File: src/rtl/mc_ctrl_pkg.sv
// Shared definitions for the multi-cycle control unit: FSM state codes,
// fixed control encodings, load/store sub-op codes and the decoded-select bundle.
package mc_ctrl_pkg;

    localparam logic [2:0] FETCH  = 3'd0;
    localparam logic [2:0] DECODE = 3'd1;
    localparam logic [2:0] EXEC   = 3'd2;
    localparam logic [2:0] MEM    = 3'd3;
    localparam logic [2:0] WB     = 3'd4;
    localparam logic [2:0] ERROR  = 3'd5;

    localparam logic [2:0] JUMP_SEQ       = 3'd6;
    localparam logic [3:0] ALUOP_LINK     = 4'd6;
    localparam logic [3:0] ALUOP_ALT_ZERO = 4'd7;
    localparam logic [3:0] ALUOP_ALT      = 4'd3;

    localparam logic [3:0] SUB_LINK  = 4'b1000;
    localparam logic [3:0] SUB_LOAD  = 4'b1001;
    localparam logic [3:0] SUB_STORE = 4'b1010;

    typedef struct packed {
        logic       aluSrc;
        logic       memToReg;
        logic       ls;
        logic [3:0] aluop;
        logic [2:0] jump;
    } DecodedCtrl;

endpackage

File: src/rtl/mc_op_decode.sv
// Combinational opcode decoder: maps the 10-bit opcode to the datapath
// selects it implies and to one class flag per instruction kind.
module mc_op_decode
    import mc_ctrl_pkg::*;
(
    input  logic [9:0] op,
    output DecodedCtrl ctrl,
    output logic       isNop,
    output logic       isCmp,
    output logic       isJmp,
    output logic       isLoad,
    output logic       isStore,
    output logic       isLink,
    output logic       isIllegal
);

    // Classify the opcode; anything not recognised falls out as illegal with NOP selects
    always_comb begin
        ctrl.aluSrc   = 1'b0;
        ctrl.memToReg = 1'b0;
        ctrl.ls       = 1'b0;
        ctrl.aluop    = 4'd0;
        ctrl.jump     = JUMP_SEQ;
        isNop         = 1'b0;
        isCmp         = 1'b0;
        isJmp         = 1'b0;
        isLoad        = 1'b0;
        isStore       = 1'b0;
        isLink        = 1'b0;
        isIllegal     = 1'b0;
        if (!op[9]) begin
            ctrl.aluSrc = op[3];
            if (!op[4]) begin
                ctrl.aluop = op[3:0];
            end else if (op[3:0] == 4'd0) begin
                ctrl.aluop = ALUOP_ALT_ZERO;
            end else begin
                ctrl.aluop = ALUOP_ALT;
            end
            isNop = (op == 10'd0);
            isCmp = (op[4:2] == 3'b101);
        end else if (!op[8]) begin
            isJmp     = 1'b1;
            ctrl.jump = op[7:5];
        end else begin
            case (op[8:5])
                SUB_LINK: begin
                    isLink     = 1'b1;
                    ctrl.aluop = ALUOP_LINK;
                    ctrl.ls    = 1'b1;
                end
                SUB_LOAD: begin
                    isLoad        = 1'b1;
                    ctrl.ls       = 1'b1;
                    ctrl.memToReg = 1'b1;
                end
                SUB_STORE: begin
                    isStore = 1'b1;
                    ctrl.ls = 1'b1;
                end
                default: isIllegal = 1'b1;
            endcase
        end
    end

endmodule

File: src/rtl/multicycle_control.sv
// Multi-cycle control unit: sequences each accepted instruction through
// FETCH/DECODE/EXEC/MEM/WB, holds the decoded selects for the instruction,
// qualifies write enables by state, times out stalled memory accesses and
// counts retired instructions.
module multicycle_control
    import mc_ctrl_pkg::*;
#(
    parameter int OP_W     = 10,
    parameter int ALUOP_W  = 4,
    parameter int JUMP_W   = 3,
    parameter int MAX_WAIT = 15,
    parameter int CNT_W    = 32
)
(
    input  logic               clk,
    input  logic               rst,
    input  logic               instr_valid,
    output logic               instr_ready,
    input  logic [OP_W-1:0]    op,
    input  logic               mem_ready,
    output logic               alu_src,
    output logic               mem_to_reg,
    output logic               ls,
    output logic [ALUOP_W-1:0] aluop,
    output logic [JUMP_W-1:0]  jump,
    output logic               reg_write,
    output logic               mem_read,
    output logic               mem_write,
    output logic               pc_write,
    output logic               illegal,
    output logic               err,
    output logic [CNT_W-1:0]   instret
);

    localparam int WAIT_W = $clog2(MAX_WAIT + 1);
    localparam logic [WAIT_W-1:0] WAIT_LAST = WAIT_W'(MAX_WAIT - 1);

    logic [2:0]        state;
    logic [9:0]        opReg;
    logic [WAIT_W-1:0] waitCnt;
    DecodedCtrl        ctrl;
    logic              isNop;
    logic              isCmp;
    logic              isJmp;
    logic              isLoad;
    logic              isStore;
    logic              isLink;
    logic              isIllegal;

    mc_op_decode decoder (
        .op        (opReg),
        .ctrl      (ctrl),
        .isNop     (isNop),
        .isCmp     (isCmp),
        .isJmp     (isJmp),
        .isLoad    (isLoad),
        .isStore   (isStore),
        .isLink    (isLink),
        .isIllegal (isIllegal)
    );

    // Per-state enables; all forced low while rst is asserted so an abort never writes
    always_comb begin
        instr_ready = 1'b0;
        illegal     = 1'b0;
        reg_write   = 1'b0;
        mem_read    = 1'b0;
        mem_write   = 1'b0;
        pc_write    = 1'b0;
        if (!rst) begin
            case (state)
                FETCH:  instr_ready = 1'b1;
                DECODE: begin
                    illegal  = isIllegal;
                    pc_write = isNop || isIllegal;
                end
                EXEC:   pc_write = isJmp || isCmp;
                MEM: begin
                    mem_read  = isLoad;
                    mem_write = isStore;
                    pc_write  = isStore && mem_ready;
                end
                WB: begin
                    reg_write = 1'b1;
                    pc_write  = 1'b1;
                end
                default: ;
            endcase
        end
    end

    assign err = (state == ERROR);

    // Instruction sequencing, opcode capture and the memory wait counter
    always_ff @(posedge clk) begin
        if (rst) begin
            state   <= FETCH;
            opReg   <= 10'd0;
            waitCnt <= '0;
        end else begin
            case (state)
                FETCH: begin
                    if (instr_valid) begin
                        opReg <= op[9:0];
                        state <= DECODE;
                    end
                end
                DECODE: state <= (isNop || isIllegal) ? FETCH : EXEC;
                EXEC: begin
                    if (isLink) begin
                        state <= WB;
                    end else if (isJmp || isCmp) begin
                        state <= FETCH;
                    end else if (isLoad || isStore) begin
                        waitCnt <= '0;
                        state   <= MEM;
                    end else begin
                        state <= WB;
                    end
                end
                MEM: begin
                    if (mem_ready) begin
                        state <= isLoad ? WB : FETCH;
                    end else if (waitCnt == WAIT_LAST) begin
                        state <= ERROR;
                    end else begin
                        waitCnt <= waitCnt + WAIT_W'(1);
                    end
                end
                WB:      state <= FETCH;
                ERROR:   state <= ERROR;
                default: state <= FETCH;
            endcase
        end
    end

    // Datapath selects are captured once in DECODE and held to the end of the instruction
    always_ff @(posedge clk) begin
        if (rst) begin
            alu_src    <= 1'b0;
            mem_to_reg <= 1'b0;
            ls         <= 1'b0;
            aluop      <= '0;
            jump       <= JUMP_W'(JUMP_SEQ);
        end else if (state == DECODE) begin
            alu_src    <= ctrl.aluSrc;
            mem_to_reg <= ctrl.memToReg;
            ls         <= ctrl.ls;
            aluop      <= ALUOP_W'(ctrl.aluop);
            jump       <= JUMP_W'(ctrl.jump);
        end
    end

    // Every pc_write retires exactly one instruction
    always_ff @(posedge clk) begin
        if (rst) begin
            instret <= '0;
        end else if (pc_write) begin
            instret <= instret + CNT_W'(1);
        end
    end

endmodule

File: config.mk
export PLATFORM = sky130hd
export DESIGN_NAME = multicycle_control
export DESIGN_NICKNAME = d
export VERILOG_FILES = /design/src/rtl/mc_ctrl_pkg.sv /design/src/rtl/mc_op_decode.sv /design/src/rtl/multicycle_control.sv
export SDC_FILE = /design/constraint.sdc
export NUM_CORES = 1
export LEC_CHECK = 0
export CAP_MARGIN = 20
export CORE_ASPECT_RATIO = 0.75
export CORE_UTILIZATION = 46
export CTS_CLUSTER_DIAMETER = 150
export DETAILED_ROUTE_END_ITERATION = 16
export MAX_ROUTING_LAYER = met4
export PLACE_DENSITY = 0.82
export SLEW_MARGIN = 25
export SYNTH_ARGS = -nofsm -noshare
export SYNTH_HDL_FRONTEND = slang
export SYNTH_HIERARCHICAL = 1
export SYNTH_SLANG_ARGS = --single-unit
File: constraint.sdc
create_clock -name clk -period 2.2 [get_ports clk]
set_input_delay 0.44 -clock clk [delete_from_list [all_inputs] [get_ports clk]]
set_output_delay 0.44 -clock clk [all_outputs]
set_load 0.01 [all_outputs]
==> reports/qor.yml <==
routed_via_density: 6.18
cpPeakStageDelay_ns: 0.33
synthToLayoutAreaGrowth_pct: 57.8
grt_pass1_wl_um: 16600
combPwrFrac_pct: 24.2
gp_congestion: 0.823
synth.top_cell.area_share_pct: 39.0
crit_type: "register to output pin"
design_power_total_mw: 2.83
grt_max_degree: 36
fp.dieW_um: 95.7
p_int_mw: 2.00
largest_reg_flops: 32
violations: "negative setup slack"
p_sw_share_pct: 29.5
yosys-top-cells-area: "dfxtp_1 (39%), a21oi_1 (8.6%), nand2_1 (6.4%)"
cts_inserted_buffers: 9
num_vias: 3478
drtAntennaViolNets: 0
ir_drop_mv: 0.391
syn_area_um2: 3030
hpwl_um: 5510
post-route-min-period_ns: 2.38
min_period_over_period_pct: 108
cts_tree: "built"
tightest_slew_ns: 0.806
arrival_ns: 1.94
synth_edf_count: 0
dieArea_um2: 6920
setup_viol: 29
top_regs: "instret x32, opReg x10"
nets: 494
cts_buffer_depth: 2
rows: 25
syn_avg_cell_area_um2: 8.00
io_pins: 63
fmax_ghz: 0.420
grt_pass1_vias: 3397
placed_cell_area_um2: 3950
final_util_pct: 75.7
crit_path_cell_trace: "nor4_4 -> and4b_1 -> o21ba_2 -> mux2i_1 -> o221a_4 -> nor2_2 -> buf_2"
finClkSkew_ns: 0.00613
core-area_um2: 6320
power_leakage_nw: 1.75
drtIter0Drc: 242
pwr-share-seq_pct: 40.6
p_clk_share_pct: 35.1
antenna_found_initial: 0
critPathLaunchType: "register"
drive_above_1_share_pct: 32.2
ys_warn_count: 6
syn-num-nets: 396
crit_fanout: 3
root_buffer: "clkbuf_8"
rsz0062_at_grt: "true"
overflow: 0
p_switching_mw: 0.837
top_register: "instret"
synth_ff_type: "dfxtp_1"
cpLargestDelayFamily: "simple AND/OR/NAND/NOR gates"
drtPass1Iterations: 5
timing.hold.ws_ns: 0.439
hp-class: "input pin to register"
endpoint_kind: "output pin"
critPathSlowestCell: "dfxtp_2"
yosysSeqAreaShare_pct: 39.0
yosysTopAreaCell: "dfxtp_1"
maxSlewHeadroom_pct: 46.1
worstPathBufferInverterCount: 1
clock_latency_ns: 0.36
status: "complete, but fails checks"
drv_cap: 0
track_usage_pct: 32.8
n_antenna_cell: 0
setup_slack_ns: -0.179
ys_top_cells_by_count: "dfxtp_1 (59), a21oi_1 (52), nand2_1 (52)"
initial_utilization_pct: 48.0
path_clk_slew_ns: 0.06
cts_htree_levels: 3
finalHoldViolCount: 0
port_buffers: 62
drc: 0
synthArstFlopShare_pct: 0
finalSetupTns_ns: -2.30
ys_types: 47
synth_seq_cells: 59
final_cell_area_um2: 4780
wl_per_cell_um: 19.3
fp.dieH_um: 72.3
cts_num_sinks: 59
yosysMostFrequentCell: "dfxtp_1"
powerDensity_nw_per_um2: 593
required_ns: 1.76
syn_inst: 379
wl_um: 10800
final_max_slew_viol_count: 0
==> power by group through the flow <==
stage	combinational, mW	sequential, mW	clock [mW]
2_1_floorplan	0.245	1.17	0
3_3_place_gp	0.422	1.16	0
3_5_place_dp	0.427	1.16	0
4_1_cts	0.641	1.15	1.00
5_1_grt	0.726	1.16	1.06
6_report	0.687	1.15	0.995
==> area by class of cell <==
| type | count | area [µm²] |
|---|---|---|
| clock inverters | 5 | 52.6 |
| well taps | 81 | 101 |
| fillers | 408 | 1540 |
| multi-input cells | 290 | 2140 |
| inverters | 6 | 22.5 |
| flip-flops and latches | 59 | 1190 |
| clock buffers | 11 | 141 |
| repair buffers | 111 | 1130 |
==> layer usage <==
| metal | GRT usage, % | wire length (µm) | vias to the layer above |
|---|---|---|---|
| met1 | 37.6 | 4200 | 1646 |
| met4 | 18.2 | 482 | 0 |
| li1 | - | - | 1584 |
| met2 | 51.5 | 5330 | 192 |
| met3 | 9.33 | 836 | 56 |
| met5 | - | 0 | - |
==> through the flow <==
stage                     std cells  setup WS [ns]
after global routing            563         -0.256
after floorplan                 379        0.00236
after global placement          536         -0.297
after CTS                       563         -0.142
final                           563         -0.179
after detailed placement        536         -0.289
==> timing repair <==
action	4_1_cts	5_1_grt
setup endpoints to repair	40	39
gates cloned	6	0
hold buffers	0	0
resized for setup	71	59
setup buffers	5	1
pin swaps	61	12
==> worst reg2reg max path, cell delays in order (launching register included) <==
cell and delay, ns:
dfxtp_2 0.33, nor4_4 0.27, and4b_1 0.25, o21ba_2 0.13, mux2i_1 0.07, o221a_4 0.28, buf_12 0.15, buf_16 0.14
or4_4 0.51, a21oi_2 0.13
==> path summary, 6_finish.rpt <==
| check | start | to | slack (ns) | cells past startpoint |
|---|---|---|---|---|
| worst max-delay path | opReg[3]$_SDFFE_PP0P_ | pc_write | -0.18 | 7 |
| worst min-delay path | rst | waitCnt[1]$_SDFFE_PP0P_ | 0.44 | 2 |
| worst max register to register | opReg[3]$_SDFFE_PP0P_ | instret[26]$_SDFFE_PP0P_ | -0.13 | 9 |
| worst min register to register | aluop[3]$_SDFFE_PP0N_ | aluop[3]$_SDFFE_PP0N_ | 0.46 | 2 |
==> cells by family (layout without fill, tap and decap cells) <==
kind of cell / after synthesis / in the layout / synth area share [%]
adder cells (fa/ha/maj): 3 / 3 / 1.24
multiplexers: 6 / 6 / 2.10
flip-flops: 59 / 59 / 39.0
AND/OR/NAND/NOR: 184 / 184 / 35.5
AO/OA/AOI/OAI: 96 / 96 / 17.9
XOR/XNOR: 1 / 1 / 0.289
buffers and inverters: 30 / 133 / 3.96
==> cell usage in the layout (no fill, tap or decap), types with 5 or more instances in the layout <==
cell / instances
a21oi_1: 34
a21oi_2: 18
and3_1: 5
buf_16: 5
buf_4: 35
buf_6: 5
clkbuf_8: 10
clkdlybuf4s50_1: 54
dfxtp_1: 52
dfxtp_2: 6
inv_1: 6
nand2_1: 52
nand3_1: 11
nand4_1: 11
nor2_1: 21
nor2b_1: 10
o21ai_0: 12
o21ai_1: 5
o31ai_2: 5
o31ai_4: 5
or3_1: 13
or4_4: 12
Power figures use the tool's default switching activity.
